## config.mk

```make
export PLATFORM = sky130hd
export DESIGN_NAME = serial_frame_rx
export DESIGN_NICKNAME = d
export VERILOG_FILES = /design/src/rtl/serial_frame_rx.sv
export SDC_FILE = /design/constraint.sdc
export NUM_CORES = 1
export LEC_CHECK = 0
export BUFFER_PORTS_ARGS = -buffer_cell sky130_fd_sc_hd__buf_2
export CORE_AREA = 2 2 89 91
export CTS_CLUSTER_DIAMETER = 150
export DETAILED_ROUTE_END_ITERATION = 10
export DIE_AREA = 0 0 91 93
export PLACE_DENSITY = 0.73
export RECOVER_POWER = 50
export SLEW_MARGIN = 25
export SYNTH_ARGS = -nofsm -noshare
export SYNTH_HDL_FRONTEND = slang
export SYNTH_SLANG_ARGS = --single-unit
```

## constraint.sdc

```tcl
create_clock -name clk -period 3.2 [get_ports clk]
set_input_delay 0.16 -clock clk [delete_from_list [all_inputs] [get_ports clk]]
set_output_delay 0.16 -clock clk [all_outputs]
set_load 0.005 [all_outputs]
```

## src/rtl/serial_frame_rx.sv

```systemverilog
// serial_frame_rx: parses 5-byte header/selector/data/checksum frames into a locked selector/data word
module serial_frame_rx #(
   parameter logic [7:0]  HEADER         = 8'hA5,
   parameter logic [15:0] TIMEOUT_CYCLES = 16'd5000,
   parameter int          LOCK_WIDTH     = 2
) (
   input  logic        clk,
   input  logic        reset,
   input  logic [7:0]  rx_data,
   input  logic        rx_valid,
   output logic [7:0]  selector,
   output logic [15:0] data_word,
   output logic        data_lock,
   output logic        frame_err,
   output logic [7:0]  err_count
);
   typedef enum logic [2:0] {IDLE, SEL, DHI, DLO, CHK} state_t;
   localparam logic [15:0] T_LAST = TIMEOUT_CYCLES - 16'd1;
   state_t      state;
   logic [7:0]  shadow_sel, shadow_hi, shadow_lo, sum;
   logic [15:0] tcnt;
   logic [2:0]  lcnt;
   logic        expire, accept, bad;
   assign sum    = shadow_sel + shadow_hi + shadow_lo;
   assign expire = state != IDLE && !rx_valid && tcnt == T_LAST;
   assign accept = state == CHK && rx_valid && rx_data == sum;
   assign bad    = expire || (state == CHK && rx_valid && rx_data != sum);
   always_ff @(posedge clk) begin
      if (!reset) begin
         state      <= IDLE;
         shadow_sel <= '0;
         shadow_hi  <= '0;
         shadow_lo  <= '0;
         tcnt       <= '0;
         lcnt       <= '0;
         selector   <= '0;
         data_word  <= '0;
         data_lock  <= 1'b0;
         frame_err  <= 1'b0;
         err_count  <= '0;
      end else begin
         frame_err <= bad;
         if (bad) err_count <= err_count + 8'(err_count != 8'hFF);
         tcnt <= (state == IDLE || rx_valid || expire) ? '0 : tcnt + 16'd1;
         // lcnt holds the remaining high cycles after the first one
         if (accept) begin
            selector  <= shadow_sel;
            data_word <= {shadow_hi, shadow_lo};
            data_lock <= 1'b1;
            lcnt      <= 3'(LOCK_WIDTH - 1);
         end else if (lcnt != 3'd0) lcnt <= lcnt - 3'd1;
         else data_lock <= 1'b0;
         if (expire) state <= IDLE;
         else if (rx_valid)
            case (state)
               IDLE:    state <= rx_data == HEADER ? SEL : IDLE;
               SEL:     begin shadow_sel <= rx_data; state <= DHI; end
               DHI:     begin shadow_hi <= rx_data; state <= DLO; end
               DLO:     begin shadow_lo <= rx_data; state <= CHK; end
               default: state <= IDLE;
            endcase
      end
   end
endmodule

```

---- Word level (Yosys, flattened, before mapping) ----
Cells that the tools add are included.
word-level totals
  register bits ........................... 80
  output and inout port bits .............. 34
cells by class
  reduce and logical (&&, ||, !) cells .... 19
  muxes and demuxes ....................... 6
  equality and inequality tests ........... 10
  bitwise logic cells ..................... 2
  $add $sub $neg .......................... 5
operators by type and width
  kind                                                   number
  adder 16 x 1 -> 16 bit, second input constant          1
  adder 8 bit                                            2
  equality test 16 x 13 -> 1 bit, second input constant  1
  case mux 3 bit (4 select lines)                        1
  AND reduction 3 bit                                    3
  adder 8 x 1 -> 8 bit                                   1
  equality test 8 bit                                    1
  equality test 8 bit, second input constant             1
  != test 8 bit                                          1
  != test 8 bit, second input constant                   1
  equality test 3 x 2 -> 1 bit, second input constant    2
  nonzero test 3 bit                                     2
  OR reduction 2 bit                                     3
  logical AND 1 bit                                      5
  2-to-1 mux 1 bit                                       5
  equality test 3 x 1 -> 1 bit, second input constant    1
  equality test 3 bit, second input constant             1
  logical NOT 3 bit                                      1
  logical OR 1 bit                                       3
  subtractor 3 x 1 -> 3 bit, second input constant       1
  != test 2 bit, second input constant                   1
  NOT 1 bit                                              2
  nonzero test 2 bit                                     1
  logical NOT 1 bit                                      1

---- Logic depth before layout (Yosys ltp) ----
  depth in word-level cells ............... 5
  depth in mapped cells ................... 12
  depth with buffers taken out ............ 10

---- Worst setup path after synthesis ----
No wires, ideal clock.
  path kind ............................... register to register
  start ................................... reg shadow_sel[1]
  end ..................................... reg selector[6]
  cell stages (with the launch flop) ...... 12
  required time ........................... 3.072 ns
  setup slack ............................. 0.042 ns
  data arrival time ....................... 3.031 ns
  cells stage by stage .................... dfxtp_1 -> fa_1 -> ha_1 -> fa_1 -> xor2_1 -> a2111oi_2 -> o2111ai_1 -> nor4_1 -> buf_4 -> buf_8 -> mux2i_1 -> nor2_1
on the way
  word-level cells in the longest chain between the ends .. 4
RTL lines
  what                       line  text
  start, declared            20    logic [7:0] shadow_sel, shadow_hi, shadow_lo, sum;
  start signal, assigned     31    shadow_sel <= '0;
  start signal, assigned     57    SEL: begin shadow_sel <= rx_data; state <= DHI; end
  adder 8 bit (2 in series)  24    assign sum = shadow_sel + shadow_hi + shadow_lo;
  equality test 8 bit        26    assign accept = state == CHK && rx_valid && rx_data == sum;
  logical AND 1 bit          26
  end signal, assigned       47    selector <= shadow_sel;
  end, declared              11    output logic [7:0] selector,
No other way between the ends.
A chain may end at the register's enable or synchronous reset.

---- Final worst setup path ----
  start ................................... reg shadow_sel[1]
  end ..................................... reg err_count[0]
on the way
  word-level cells in the longest chain between the ends .. 5
RTL lines
  what                       line  text
  adder 8 bit (2 in series)  24
  != test 8 bit              27    assign bad = expire || (state == CHK && rx_valid && rx_data != sum);
  logical AND 1 bit          27
  logical OR 1 bit           27
  end signal, assigned       43    if (bad) err_count <= err_count + 8'(err_count != 8'hFF);
  end, declared              15    output logic [7:0] err_count
No other way between the ends.

==> results.py <==
metrics = {
    "logic_synthesis": {
        "ys_ff_latch": 80,
        "synth.distinct_cells": 36,
        "synth_top_area_share": 0.4431,
        "synthTopCellsByCount": "dfxtp_1, nand2_1, nor2_1, a21oi_1, mux2i_1",
        "syn-num-nets": 431,
        "synth_area_leaders": "dfxtp_1, mux2i_1, nand2_1",
        "yosysMostFrequentCell": "dfxtp_1",
        "yosysTopAreaCell": "dfxtp_1",
        "syn_area_mm2": 0.003615,
        "dominantRegCellSynth": "dfxtp_1",
        "netlist_instances": 401,
        "ys_seq_area_frac": 0.4431,
        "avgSynthCellArea_um2": 9.014,
        "synth-edff-count": 0,
        "async_reset_ff_frac": 0,
        "yosys_warnings": 0,
    },
    "layout": {
        "drive_gt1_frac": 0.1880,
        "num-nets-final": 493,
        "syn_to_final_growth_pct": 21.63,
        "fin_util": 0.5841,
        "antenna_cells": 0,
        "design_area_mm2": 0.004397,
    },
    "die": {
        "dieArea_mm2": 0.008463,
        "die_y_um": 93,
        "start_util": 0.4802,
        "pin_count": 45,
        "row_count": 32,
        "die-width_um": 91,
        "coreArea_mm2": 0.007527,
    },
    "power": {
        "p_leak_nw": 1.734,
        "peakVddDrop_mv": 0.2176,
        "totalPowerFinal_mw": 1.978,
        "p_per_area_mw_per_mm2": 449.9,
    },
    "clock_tree": {
        "root_buffer": "clkbuf_8",
        "tritoncts": "done",
        "cts_hold_buf": 0,
        "clockBufferDepth": 2,
        "cts.sinks": 80,
        "cts_inserted_buffers": 9,
        "worstSkewPairLatency_ps": 350,
        "cts.htree.levels": 3,
        "clk_pin_slew_ps": 80,
    },
    "route": {
        "routed_via_density": 5.195,
        "post_drt_wl_per_cell_um": 14.26,
        "wl_mm": 8.131,
        "drc": 0,
        "first_pass_iters": 4,
        "vias": 2961,
        "antenna_left": 0,
        "initialDrtViolationCount": 134,
    },
    "worst_setup_path": {
        "r2r_start": "shadow_sel[1]",
        "startpoint": "shadow_sel[1]",
        "crit_chain": "fa_1 > ha_2 > fa_2 > xor2_2 > a2111oi_4 > o2111ai_2 > buf_4 > o41ai_4 > buf_4 > buf_12 > mux2i_1 > nor2_1",
        "rr_worst_depth": 12,
        "reg2reg_slack_ps": -50,
        "max_stage_delay_ps": 530,
        "required_ps": 3410,
        "path_max_fanout": 8,
        "worstPathArrival_ps": 3460,
        "slowest_stage": "fa_1",
        "cp_common_cell": "buf_4",
        "crit_type": "flop to flop",
        "cp-start-kind": "flop",
        "r2r_end": "err_count[0]",
        "crit_path_end_kind": "flop",
    },
    "place": {
        "place_area_mm2": 0.004016,
        "dpl.hpwl_mm": 5.653,
        "portBuffers": 44,
        "pre_cts_ws_ps": -221.2,
        "place_congestion": 0.8363,
    },
    "hold_path": {
        "min_from": "rx_data[1]",
        "whs_path_depth": 3,
        "whs_endpoint": "shadow_sel[1]",
        "min_path_type": "input port to flop",
    },
    "global_routing": {
        "grt_overflow": 0,
        "track_usage": 0.2028,
        "grt_antenna_before_repair": 0,
        "grt_pass1_vias": 2961,
        "grt_max_degree": 32,
        "grt_pass1_wl_mm": 13.57,
    },
    "run": {
        "maxCapViolCount": 0,
    },
    "timing": {
        "hold_viol": 0,
        "drv_slew": 0,
        "layout_setup_ws_ps": -48.80,
        "setup_viol_count_final": 2,
        "rsz0062_at_grt": "yes",
        "fin_skew_ps": 9.158,
        "finalCritPeriodShare": 1.015,
        "timing.fmax_mhz": 307.8,
        "holdWs_ps": 92.67,
        "slew_headroom": 0.3852,
        "period_minus_slack_ps": 3249,
        "tightest_slew_ps": 921.1,
    },
    "run_status": {
        "status": "complete, but fails checks",
        "violations": "setup timing",
    },
}
==> worst max-delay path, delay by kind of cell (launching register included) <==
family | cells | cell delay, ps
mux | 1 | 180
simple gates | 1 | 50
flops | 1 | 340
compound gates | 3 | 660
buf+inv | 3 | 510
fa+ha+maj | 3 | 1180
xor+xnor | 1 | 180
==> registers in the layout, indices dropped and copies added (netlist names) <==
signal and cells:
data_word 16, tcnt 16, err_count 8, selector 8
shadow_hi 8, shadow_lo 8, shadow_sel 8, lcnt 3
state 3, data_lock 1, frame_err 1
==> routing by layer <==
layer  part of all wire  up-vias  GRT usage
li1                   -     1469          -
met1               0.41     1397     0.2340
met2               0.50       78     0.3432
met3              0.062       17    0.06769
met4              0.020        0    0.09091
met5                  0        -          0
==> final cells by class <==
class	count	area (um^2)
timing repair buffer	66	444.2
inverter	8	30.03
clock inverter	6	82.58
clock buffer	10	137.6
fill	709	3131
multi-input combinational	298	1971
sequential	80	1604
tap	102	127.6
==> cell families (layout without fill, tap and decap cells) <==
kind of cell / Yosys count / after routing / synth area share
and+or+nand+nor: 166 / 166 / 0.2039
DFF: 80 / 80 / 0.4431
AOI/OAI and AO/OA: 58 / 58 / 0.09518
xor gates and xnor gates: 29 / 29 / 0.07027
muxes: 26 / 26 / 0.07200
buffers and inverters: 23 / 90 / 0.03323
adders and majority gates: 19 / 19 / 0.08238
==> placed cells by master, fill, tap and decap left out, types with 2 or more instances in the layout <==
| cell type | instances |
|---|---|
| xor2_1 | 14 |
| nand3_1 | 12 |
| clkbuf_1 | 12 |
| fa_1 | 7 |
| o21bai_1 | 2 |
| or2_2 | 2 |
| nand4_1 | 2 |
| nand2_1 | 61 |
| xnor2_1 | 13 |
| ha_1 | 10 |
| nor4bb_1 | 3 |
| nor3_1 | 4 |
| o21ai_0 | 2 |
| clkbuf_8 | 10 |
| o21ai_1 | 2 |
| buf_2 | 32 |
| mux2i_1 | 26 |
| bufinv_16 | 2 |
| dfxtp_1 | 78 |
| buf_6 | 3 |
| or3_1 | 6 |
| o21ai_2 | 4 |
| clkinv_2 | 3 |
| inv_1 | 8 |
| dfxtp_2 | 2 |
| nand2b_1 | 5 |
| and3_1 | 6 |
| nor2_1 | 58 |
| a21oi_1 | 39 |
| buf_4 | 14 |
| buf_12 | 3 |
| o21a_1 | 2 |
==> report_power, final <==
part	internal (mW)	total [mW]	switching [mW]
clock network	0.456	0.819	0.363
logic	0.0542	0.141	0.0865
registers	1.01	1.02	0.00749
==> metrics by stage <==
step	instances	TNS [ps]
final	570	-80.30
after global routing	570	-1090
after CTS	566	-56.75
after detailed placement	547	-5427
after global placement	547	-539.2
after floorplan	401	0
==> timing repair <==
item | 4_1_cts | 5_1_grt
setup endpoints to repair | 36 | 34
pin swaps | 5 | 15
resized for setup | 17 | 10
buffers inserted | 2 | 3
gates cloned | 1 | 1
==> worst max-delay path by stage <==
| stage | to | slack, ps | cells past startpoint |
|---|---|---|---|
| floorplan | selector[6] | 40 | 11 |
| global placement | selector[5] | -50 | 11 |
| detailed placement | selector[2] | -220 | 10 |
| CTS | selector[2] | -10 | 11 |
| global route | err_count[0] | -160 | 12 |
| finish | err_count[0] | -50 | 12 |
(Power assumes the default switching activity.)
